`src/rtl/enc_pkg.sv`:
```
// Shared types and constants for the 8-to-3 serial priority encoder.
// The state enum, the bus widths and a small bit-count helper live here.
package enc_pkg;

    localparam int N_IN   = 8;
    localparam int N_CODE = 3;

    typedef enum logic {
        IDLE = 1'b0,
        EMIT = 1'b1
    } state_t;

    // True when no more than one bit of v is set.
    function automatic logic at_most_one(input logic [N_IN-1:0] v);
        return ((v & (v - N_IN'(1))) == '0);
    endfunction

endpackage

```
`src/rtl/enc8x3_serial_if.sv`:
```
// Request/code bus of enc8x3_serial.
// The master drives vectors and consumer readiness; the slave returns codes.
interface enc8x3_serial_if;
    import enc_pkg::*;

    logic [N_IN-1:0]   req;
    logic              req_valid;
    logic              req_ready;
    logic [N_CODE-1:0] code;
    logic              code_valid;
    logic              out_ready;
    logic              last;
    logic              err_zero;

    modport master (
        output req, req_valid, out_ready,
        input  req_ready, code, code_valid, last, err_zero
    );

    modport slave (
        input  req, req_valid, out_ready,
        output req_ready, code, code_valid, last, err_zero
    );

endinterface

```
`src/rtl/prio_enc8.sv`:
```
// Combinational 8-bit priority encoder returning the index of the winning bit.
// PRIO_MSB=1 gives bit 7 the highest priority, PRIO_MSB=0 gives bit 0 the highest.
module prio_enc8
    import enc_pkg::*;
#(
    parameter int PRIO_MSB = 1
) (
    input  logic [N_IN-1:0]   vec,
    output logic [N_CODE-1:0] idx,
    output logic              any_set
);

    // Scan in the direction where the highest-priority bit is visited last.
    always_comb begin
        idx     = '0;
        any_set = |vec;
        if (PRIO_MSB != 0) begin
            for (int i = 0; i < N_IN; i++) begin
                if (vec[i]) idx = N_CODE'(i);
            end
        end else begin
            for (int i = N_IN - 1; i >= 0; i--) begin
                if (vec[i]) idx = N_CODE'(i);
            end
        end
    end

endmodule

```
`src/rtl/enc8x3_serial.sv`:
```
// Accepts an 8-bit request vector and emits the index of each set bit,
// one per handshake, in priority order; all-zero vectors raise err_zero.
module enc8x3_serial
    import enc_pkg::*;
#(
    parameter int PRIO_MSB = 1
) (
    input  logic            clk,
    input  logic            rst_n,
    enc8x3_serial_if.slave  bus
);

    state_t            state;
    state_t            next_state;
    logic [N_IN-1:0]   pending;
    logic [N_IN-1:0]   pending_next;
    logic              err_zero_q;
    logic              err_zero_next;
    logic [N_CODE-1:0] enc_idx;
    logic              any_set;
    logic              last_int;

    prio_enc8 #(
        .PRIO_MSB (PRIO_MSB)
    ) u_prio (
        .vec     (pending),
        .idx     (enc_idx),
        .any_set (any_set)
    );

    assign last_int       = (state == EMIT) && any_set && at_most_one(pending);
    assign bus.last       = last_int;
    assign bus.code_valid = (state == EMIT);
    assign bus.req_ready  = (state == IDLE);
    assign bus.code       = (state == EMIT) ? enc_idx : '0;
    assign bus.err_zero   = err_zero_q;

    always_ff @(posedge clk or negedge rst_n) begin
        if (!rst_n) begin
            state      <= IDLE;
            pending    <= '0;
            err_zero_q <= 1'b0;
        end else begin
            state      <= next_state;
            pending    <= pending_next;
            err_zero_q <= err_zero_next;
        end
    end

    // Requests are only looked at in IDLE; in EMIT each handshake retires the current code.
    always_comb begin
        next_state    = state;
        pending_next  = pending;
        err_zero_next = 1'b0;
        case (state)
            IDLE: begin
                if (bus.req_valid) begin
                    pending_next = bus.req;
                    if (bus.req != '0) next_state = EMIT;
                    else err_zero_next = 1'b1;
                end
            end
            EMIT: begin
                if (bus.out_ready) begin
                    pending_next = pending & ~(N_IN'(1) << enc_idx);
                    if (last_int) next_state = IDLE;
                end
            end
        endcase
    end

endmodule

```
`src/flat_wrapper.sv`:
```
// flat-port wrapper written by rule: the top's interface ports become plain ports
module enc8x3_serial_flat import enc_pkg::*;
#(
    parameter int PRIO_MSB = 1
)
  (clk, rst_n, bus_req, bus_req_valid, bus_out_ready, bus_req_ready, bus_code, bus_code_valid, bus_last, bus_err_zero);
  enc8x3_serial_if bus_i ();
  input  logic clk;
  input  logic rst_n;
  input wire logic [$bits(bus_i.req)-1:0] bus_req;
  input wire logic [$bits(bus_i.req_valid)-1:0] bus_req_valid;
  input wire logic [$bits(bus_i.out_ready)-1:0] bus_out_ready;
  output wire logic [$bits(bus_i.req_ready)-1:0] bus_req_ready;
  output wire logic [$bits(bus_i.code)-1:0] bus_code;
  output wire logic [$bits(bus_i.code_valid)-1:0] bus_code_valid;
  output wire logic [$bits(bus_i.last)-1:0] bus_last;
  output wire logic [$bits(bus_i.err_zero)-1:0] bus_err_zero;
  assign bus_i.req = bus_req;
  assign bus_i.req_valid = bus_req_valid;
  assign bus_i.out_ready = bus_out_ready;
  assign bus_req_ready = bus_i.req_ready;
  assign bus_code = bus_i.code;
  assign bus_code_valid = bus_i.code_valid;
  assign bus_last = bus_i.last;
  assign bus_err_zero = bus_i.err_zero;
  enc8x3_serial #(.PRIO_MSB(PRIO_MSB)) u_core (.clk(clk), .rst_n(rst_n), .bus(bus_i));
endmodule
```
`config.mk`:
```
export PLATFORM = sky130hd
export DESIGN_NAME = enc8x3_serial_flat
export DESIGN_NICKNAME = d
export VERILOG_FILES = /design/src/rtl/enc_pkg.sv /design/src/rtl/enc8x3_serial_if.sv /design/src/rtl/prio_enc8.sv /design/src/rtl/enc8x3_serial.sv /design/src/flat_wrapper.sv
export SDC_FILE = /design/constraint.sdc
export NUM_CORES = 1
export LEC_CHECK = 0
export ABC_AREA = 1
export BUFFER_PORTS_ARGS = -buffer_cell sky130_fd_sc_hd__buf_2
export CAP_MARGIN = 20
export CORE_MARGIN = 3
export CORE_UTILIZATION = 49
export CTS_BUF_LIST = sky130_fd_sc_hd__clkbuf_8 sky130_fd_sc_hd__clkbuf_16
export DETAILED_ROUTE_END_ITERATION = 7
export PLACE_DENSITY = 0.76
export SLEW_MARGIN = 20
export SYNTH_ARGS = -nofsm -noshare
export SYNTH_HDL_FRONTEND = slang
export SYNTH_SLANG_ARGS = --single-unit
```
`constraint.sdc`:
```
create_clock -name clk -period 1.5 [get_ports clk]
set_input_delay 0 -clock clk [delete_from_list [all_inputs] [get_ports clk]]
set_output_delay 0 -clock clk [all_outputs]
set_load 0.02 [all_outputs]
```
==> results of run 1 <==
## per-stage QoR
stage | util [%] | worst slack (ns)
after CTS | 74.5 | 0.00696
after global placement | 64.9 | 0.268
after global routing | 77.1 | 0.00339
after floorplan | - | 0.145
after detailed placement | 64.9 | 0.208
final | 77.1 | 0.0937
## cell type report
| cell class | instances | area, um^2 |
|---|---|---|
| tap | 14 | 17.5 |
| timing repair buffer | 27 | 180 |
| multi-input combinational | 76 | 369 |
| clock buffer | 3 | 41.3 |
| sequential | 10 | 253 |
| inverter | 13 | 53.8 |
| fill | 85 | 272 |
## tightest hold or removal path: stages
cell and delay (ns):
buf_2 0.10, nand2_1 0.06, o21ai_0 0.06
## registers in the layout (all words and copies together), names as in the netlist
name,flops
u_core.bus.code_valid,1
u_core.bus.err_zero,1
u_core.pending,8
## cells by family after synthesis
group / after synthesis
AND/OR/NAND/NOR: 61
buffers and inverters: 14
AO/OA/AOI/OAI: 15
flip-flops: 10
## routing by layer
layer  global-route usage [%]  part of all wire, %  vias to the layer above  routed length, um
li1                         -                    -                      375                  -
met1                     27.8                   45                      335                810
met2                     37.7                   49                       21                873
met3                     5.08                  4.1                        7                 73
met4                     11.2                  2.4                        0                 43
met5                        0                    0                        -                  0
## power breakdown
| part | internal, mW | switching, mW |
|---|---|---|
| logic | 0.430 | 0.747 |
| registers | 0.385 | 0.149 |
| clock network | 0.176 | 0.104 |
## repair_timing
action                     in CTS  in global routing
gates resized for setup         1                 11
hold endpoints to repair       16                  0
setup endpoints to repair       1                  2
hold buffers                    7                  0
pin swaps                       0                  1
## cells in the final DEF, fill, tap and decap left out, types with 3 or more instances in the layout
master         count
a21oi_1            3
buf_2             16
buf_4              4
clkbuf_8           3
dfrtp_1            8
dlygate4sd3_1      7
inv_1             11
nand2_1           41
nor2_1             7
o21ai_0            4
## path summary, 6_finish.rpt
check                                              start                            end  slack (ns)  cells after the start
max reg2reg                u_core.pending[7]$_DFFE_PN0P_  u_core.pending[0]$_DFFE_PN0P_        0.20                      6
min                                           bus_req[7]  u_core.pending[7]$_DFFE_PN0P_        0.03                      3
max                        u_core.pending[2]$_DFFE_PN0P_                    bus_code[0]        0.09                      8
min in group asynchronous                          rst_n  u_core.pending[0]$_DFFE_PN0P_        0.17                      2
min reg2reg                u_core.pending[5]$_DFFE_PN0P_  u_core.pending[5]$_DFFE_PN0P_        0.55                      2
max in group asynchronous                          rst_n  u_core.pending[1]$_DFFE_PN0P_        1.12                      2
==> flow_metrics.py, run 1 <==
metrics = {
    "clocking": {
        "path_clk_slew_ns": 0.05,
        "cts.htree.levels": 1,
        "cts.sinks": 10,
        "cts_buffers": 3,
        "clock_latency_ns": 0.24,
        "postCtsSetupBuffers": 0,
        "root_buffer": "clkbuf_8",
        "clock_path_buffers": 2,
        "cts_tree": "built",
    },
    "synth": {
        "ys_warn_count": 0,
        "ys.flop_type": "dfrtp_1",
        "syn_area_per_cell_um2": 6.58,
        "synth_area_um2": 658,
        "muxShareOfSynthArea_pct": 0,
        "synth_top_family_by_area": "simple AND/OR/NAND/NOR gates",
        "syn_inst": 100,
        "async_reset_ff_share_pct": 100,
        "synthAdderAreaFrac_pct": 0,
        "synth-xor-area-share_pct": 0,
        "synth_simple_gate_area_share_pct": 37.3,
        "synthTopCellsByCount": "42 x nand2_1, 11 x inv_1, 11 x nor2_1, 10 x dfrtp_1, 4 x o21ai_0",
        "synth_seq_area_share_pct": 38.0,
        "ys_types": 21,
        "synth.most_common_cell": "nand2_1",
        "synth_compound_area_share_pct": 14.8,
        "synth_nets": 112,
        "yosysTopAreaCellShare_pct": 38.0,
        "synth_edf_count": 0,
        "ys_ff_latch": 10,
        "ys_top_cells_by_area": "dfrtp_1 38%, nand2_1 24%, inv_1 6.3%, nor2_1 6.3%, o21ai_0 3.0%",
        "synth_area_leader_cell": "dfrtp_1",
    },
    "sta": {
        "drv_slew": 0,
        "max_slew_margin_pct": 81.3,
        "worst_pin_slew_ns": 0.277,
        "fin_skew_ns": 0.00285,
        "final_hold_viol_count": 0,
        "post-route-min-period_ns": 1.41,
        "fin_tns_setup_ns": 0,
        "rsz0062_at_grt": "false",
        "holdWs_ns": 0.0273,
        "finalCritPeriodShare_pct": 93.8,
        "setup_viol": 0,
        "fmax_mhz": 711,
    },
    "route": {
        "drt_pre_antenna_iters": 4,
        "wl_per_cell_um": 12.6,
        "viasPerCell": 5.16,
        "antenna_left": 0,
        "routed-via-count": 738,
        "route.detailed.drc": 0,
        "drt_iter0_drc": 22,
        "routed_wl_um": 1800,
    },
    "outcome": {
        "status": "complete, no violations",
    },
    "pwr": {
        "ir_drop_mv": 1.27,
        "power_density_nw_per_um2": 2180,
        "power_mw": 1.99,
        "p_leak_nw": 0.491,
    },
    "global_routing": {
        "grt_max_degree": 11,
        "gr-total-overflow": 0,
        "grt_pass1_vias": 719,
        "track_usage_pct": 22.9,
        "grt_pass1_wl_um": 3130,
        "antenna_found_initial": 0,
    },
    "setup_path": {
        "startpoint_type": "flip-flop",
        "cp_top_family": "flip-flops",
        "critPathKind": "reg2out",
        "path_buf_inv": 2,
        "critPathSlowestCell": "dfrtp_2",
        "cp.arrival_ns": 1.41,
        "crit_fanout": 4,
        "slowest_delay_ns": 0.44,
        "crit_required_ns": 1.50,
        "cp_common_cell": "nand2_1",
        "crit_chain": "inv_1, nand2_1, nand2_1, nand2_1, nand2_2, nand2_1, a21oi_1, buf_4",
        "end_kind": "output pin",
    },
    "min_path": {
        "hp-class": "in2reg",
    },
    "layout": {
        "fin_nets": 143,
        "drive_above_1_share_pct": 27.9,
        "fin_cells": 143,
        "area_growth_pct": 39.0,
        "final_cell_area_um2": 915,
        "n_antenna_cell": 0,
    },
    "placed_design": {
        "placed_area_um2": 769,
        "dp_hpwl_um": 1280,
        "globalplace.congestion": 0.899,
        "dp.cells": 133,
        "port_buffers": 18,
    },
    "floorplanning": {
        "rows": 12,
        "die_h_um": 42.7,
        "ioPinCount": 19,
        "core_area_um2": 1190,
        "initial_core_util_pct": 55.5,
        "dieArea_um2": 1820,
        "die_x_um": 42.7,
    },
    "run": {
        "maxCapViolations": 0,
    },
}
Note: power is estimated with default switching activity, not from simulation.
==> inputs of run 2 (changes only) <==
CORE_MARGIN = 10   (was 3)
PLACE_DENSITY = default   (was 0.76)
PLACE_DENSITY_LB_ADDON = 0.1   (was default)
REMOVE_ABC_BUFFERS = 1   (was default)
==> run 2 against run 1 <==
Cell count up 2.1%. Core utilization down 4.0 points. Setup slack better by 0.015 ns.
==> flow_metrics.py, run 2 (synthesis results as in run 1) <==
metrics = {
    "outcome": {
        "status": "complete, no violations",
    },
    "layout": {
        "drive_above_1_share_pct": 28.2,
        "largest_reg_flops": 8,
        "nFillCells": 106,
        "fin_cells": 146,
        "post-route-util_pct": 73.1,
        "n_antenna_cell": 0,
        "final_common_cell": "nand2_1",
        "mostFrequentLayoutCells": "41 x nand2_1, 16 x buf_2, 11 x inv_1",
        "fin_nets": 144,
        "area_growth_pct": 42.8,
        "final_cell_area_um2": 940,
        "largest-register": "u_core.pending",
    },
    "route": {
        "routed_wl_um": 1940,
        "viasPerCell": 5.18,
        "wl_met3_um": 126,
        "wl_per_cell_um": 13.3,
        "route.detailed.drc": 0,
        "route.met2.wl_um": 957,
        "routed-via-count": 756,
        "wl_met1_um": 811,
        "antenna_left": 0,
        "drt_pre_antenna_iters": 4,
        "drt_iter0_drc": 21,
        "highest_layer": "met4",
    },
    "clocking": {
        "path_clk_slew_ns": 0.05,
        "root_buffer": "clkbuf_8",
        "cts_tree": "built",
        "cts_buffers": 3,
        "clock_path_buffers": 2,
        "cts.htree.levels": 1,
        "cts.sinks": 10,
        "clock_latency_ns": 0.24,
    },
    "sta": {
        "fin_skew_ns": 0.00514,
        "fin_ws_ns": 0.109,
        "worst_pin_slew_ns": 0.320,
        "drv_slew": 0,
        "post-route-min-period_ns": 1.39,
        "holdWs_ns": 0.0539,
        "fin_tns_setup_ns": 0,
        "final_hold_viol_count": 0,
        "fmax_mhz": 719,
        "setup_viol": 0,
        "max_slew_margin_pct": 78.4,
        "rsz0062_at_grt": "true",
        "finalCritPeriodShare_pct": 92.7,
    },
    "global_routing": {
        "gr-total-overflow": 0,
        "grt_max_degree": 11,
        "track_usage_pct": 12.9,
        "grt_pass1_wl_um": 3460,
        "grt_pass1_vias": 789,
        "antenna_found_initial": 0,
    },
    "floorplanning": {
        "die_x_um": 56.7,
        "die_h_um": 56.7,
        "dieArea_um2": 3210,
        "initial_core_util_pct": 51.2,
        "ioPinCount": 19,
        "rows": 13,
        "core_area_um2": 1280,
    },
    "setup_path": {
        "cp_common_cell": "nand2_1",
        "startpoint_type": "flip-flop",
        "critPathKind": "reg2out",
        "cp.arrival_ns": 1.39,
        "crit_required_ns": 1.50,
        "slowest_delay_ns": 0.43,
        "crit_chain": "inv_1, nand2_1, nand2_1, nand2_1, nand2_2, nand2_1, a21oi_1, buf_4",
        "crit_fanout": 4,
        "critPathSlowestCell": "dfrtp_2",
        "end_kind": "output pin",
    },
    "pwr": {
        "power_mw": 2.07,
        "p_leak_nw": 0.502,
        "ir_drop_mv": 1.40,
        "power_density_nw_per_um2": 2200,
    },
    "placed_design": {
        "dp_hpwl_um": 1340,
        "placed_area_um2": 771,
        "dp_worst_setup_slack_ns": 0.210,
        "globalplace.congestion": 0.804,
        "port_buffers": 18,
        "dp.cells": 134,
    },
    "min_path": {
        "hp-class": "in2reg",
    },
    "run": {
        "maxCapViolations": 0,
    },
}
## run 2: per-layer routing
layer | track usage, % | vias up
met4 | 5.15 | 0
li1 | - | 375
met1 | 15.2 | 346
met5 | 0 | -
met3 | 3.37 | 6
met2 | 21.5 | 29
## run 2: where the power goes
part	total [mW]	internal [mW]	switching, mW
logic	1.19	0.432	0.762
registers	0.534	0.385	0.149
clock network	0.339	0.231	0.108
total	2.07	1.05	1.02
## run 2: layout make-up
| cell class | count | area, um^2 | area share [%] |
|---|---|---|---|
| inverters | 13 | 53.8 | 5.73 |
| multi-input cells | 76 | 369 | 39.3 |
| clock buffers | 4 | 55.1 | 5.86 |
| repair buffers | 28 | 190 | 20.2 |
| flip-flops and latches | 10 | 253 | 26.9 |
| well taps | 15 | 18.8 | 2.00 |
## run 2: worst paths after layout
path / startpoint / slack, ns / depth (start not counted) / to
worst max-delay path: u_core.pending[2]$_DFFE_PN0P_ / 0.11 / 8 / bus_code[0]
worst min-delay path: bus_req_valid / 0.05 / 3 / u_core.bus.err_zero$_DFF_PN0_
worst max register to register: u_core.pending[7]$_DFFE_PN0P_ / 0.19 / 6 / u_core.pending[0]$_DFFE_PN0P_
worst min register to register: u_core.pending[2]$_DFFE_PN0P_ / 0.55 / 2 / u_core.pending[2]$_DFFE_PN0P_
max in group asynchronous: rst_n / 1.13 / 2 / u_core.pending[2]$_DFFE_PN0P_
min in group asynchronous: rst_n / 0.16 / 2 / u_core.pending[4]$_DFFE_PN0P_
## run 2: critical path, delay by kind of cell, from the launching register on
| family | cells | cell delay, ns |
|---|---|---|
| AOI/OAI and AO/OA | 1 | 0.14 |
| buffers and inverters | 2 | 0.24 |
| DFF | 1 | 0.43 |
| and+or+nand+nor | 5 | 0.36 |
## run 2: timing repair
item                                   4_1_cts  5_1_grt
setup endpoints to repair                    1        2
resized for setup                            2       10
pin swaps                                    0        1
hold buffers                                 8        0
endpoints found under the hold margin       17        0
buffers inserted                             0        0
gates cloned                                 0        0
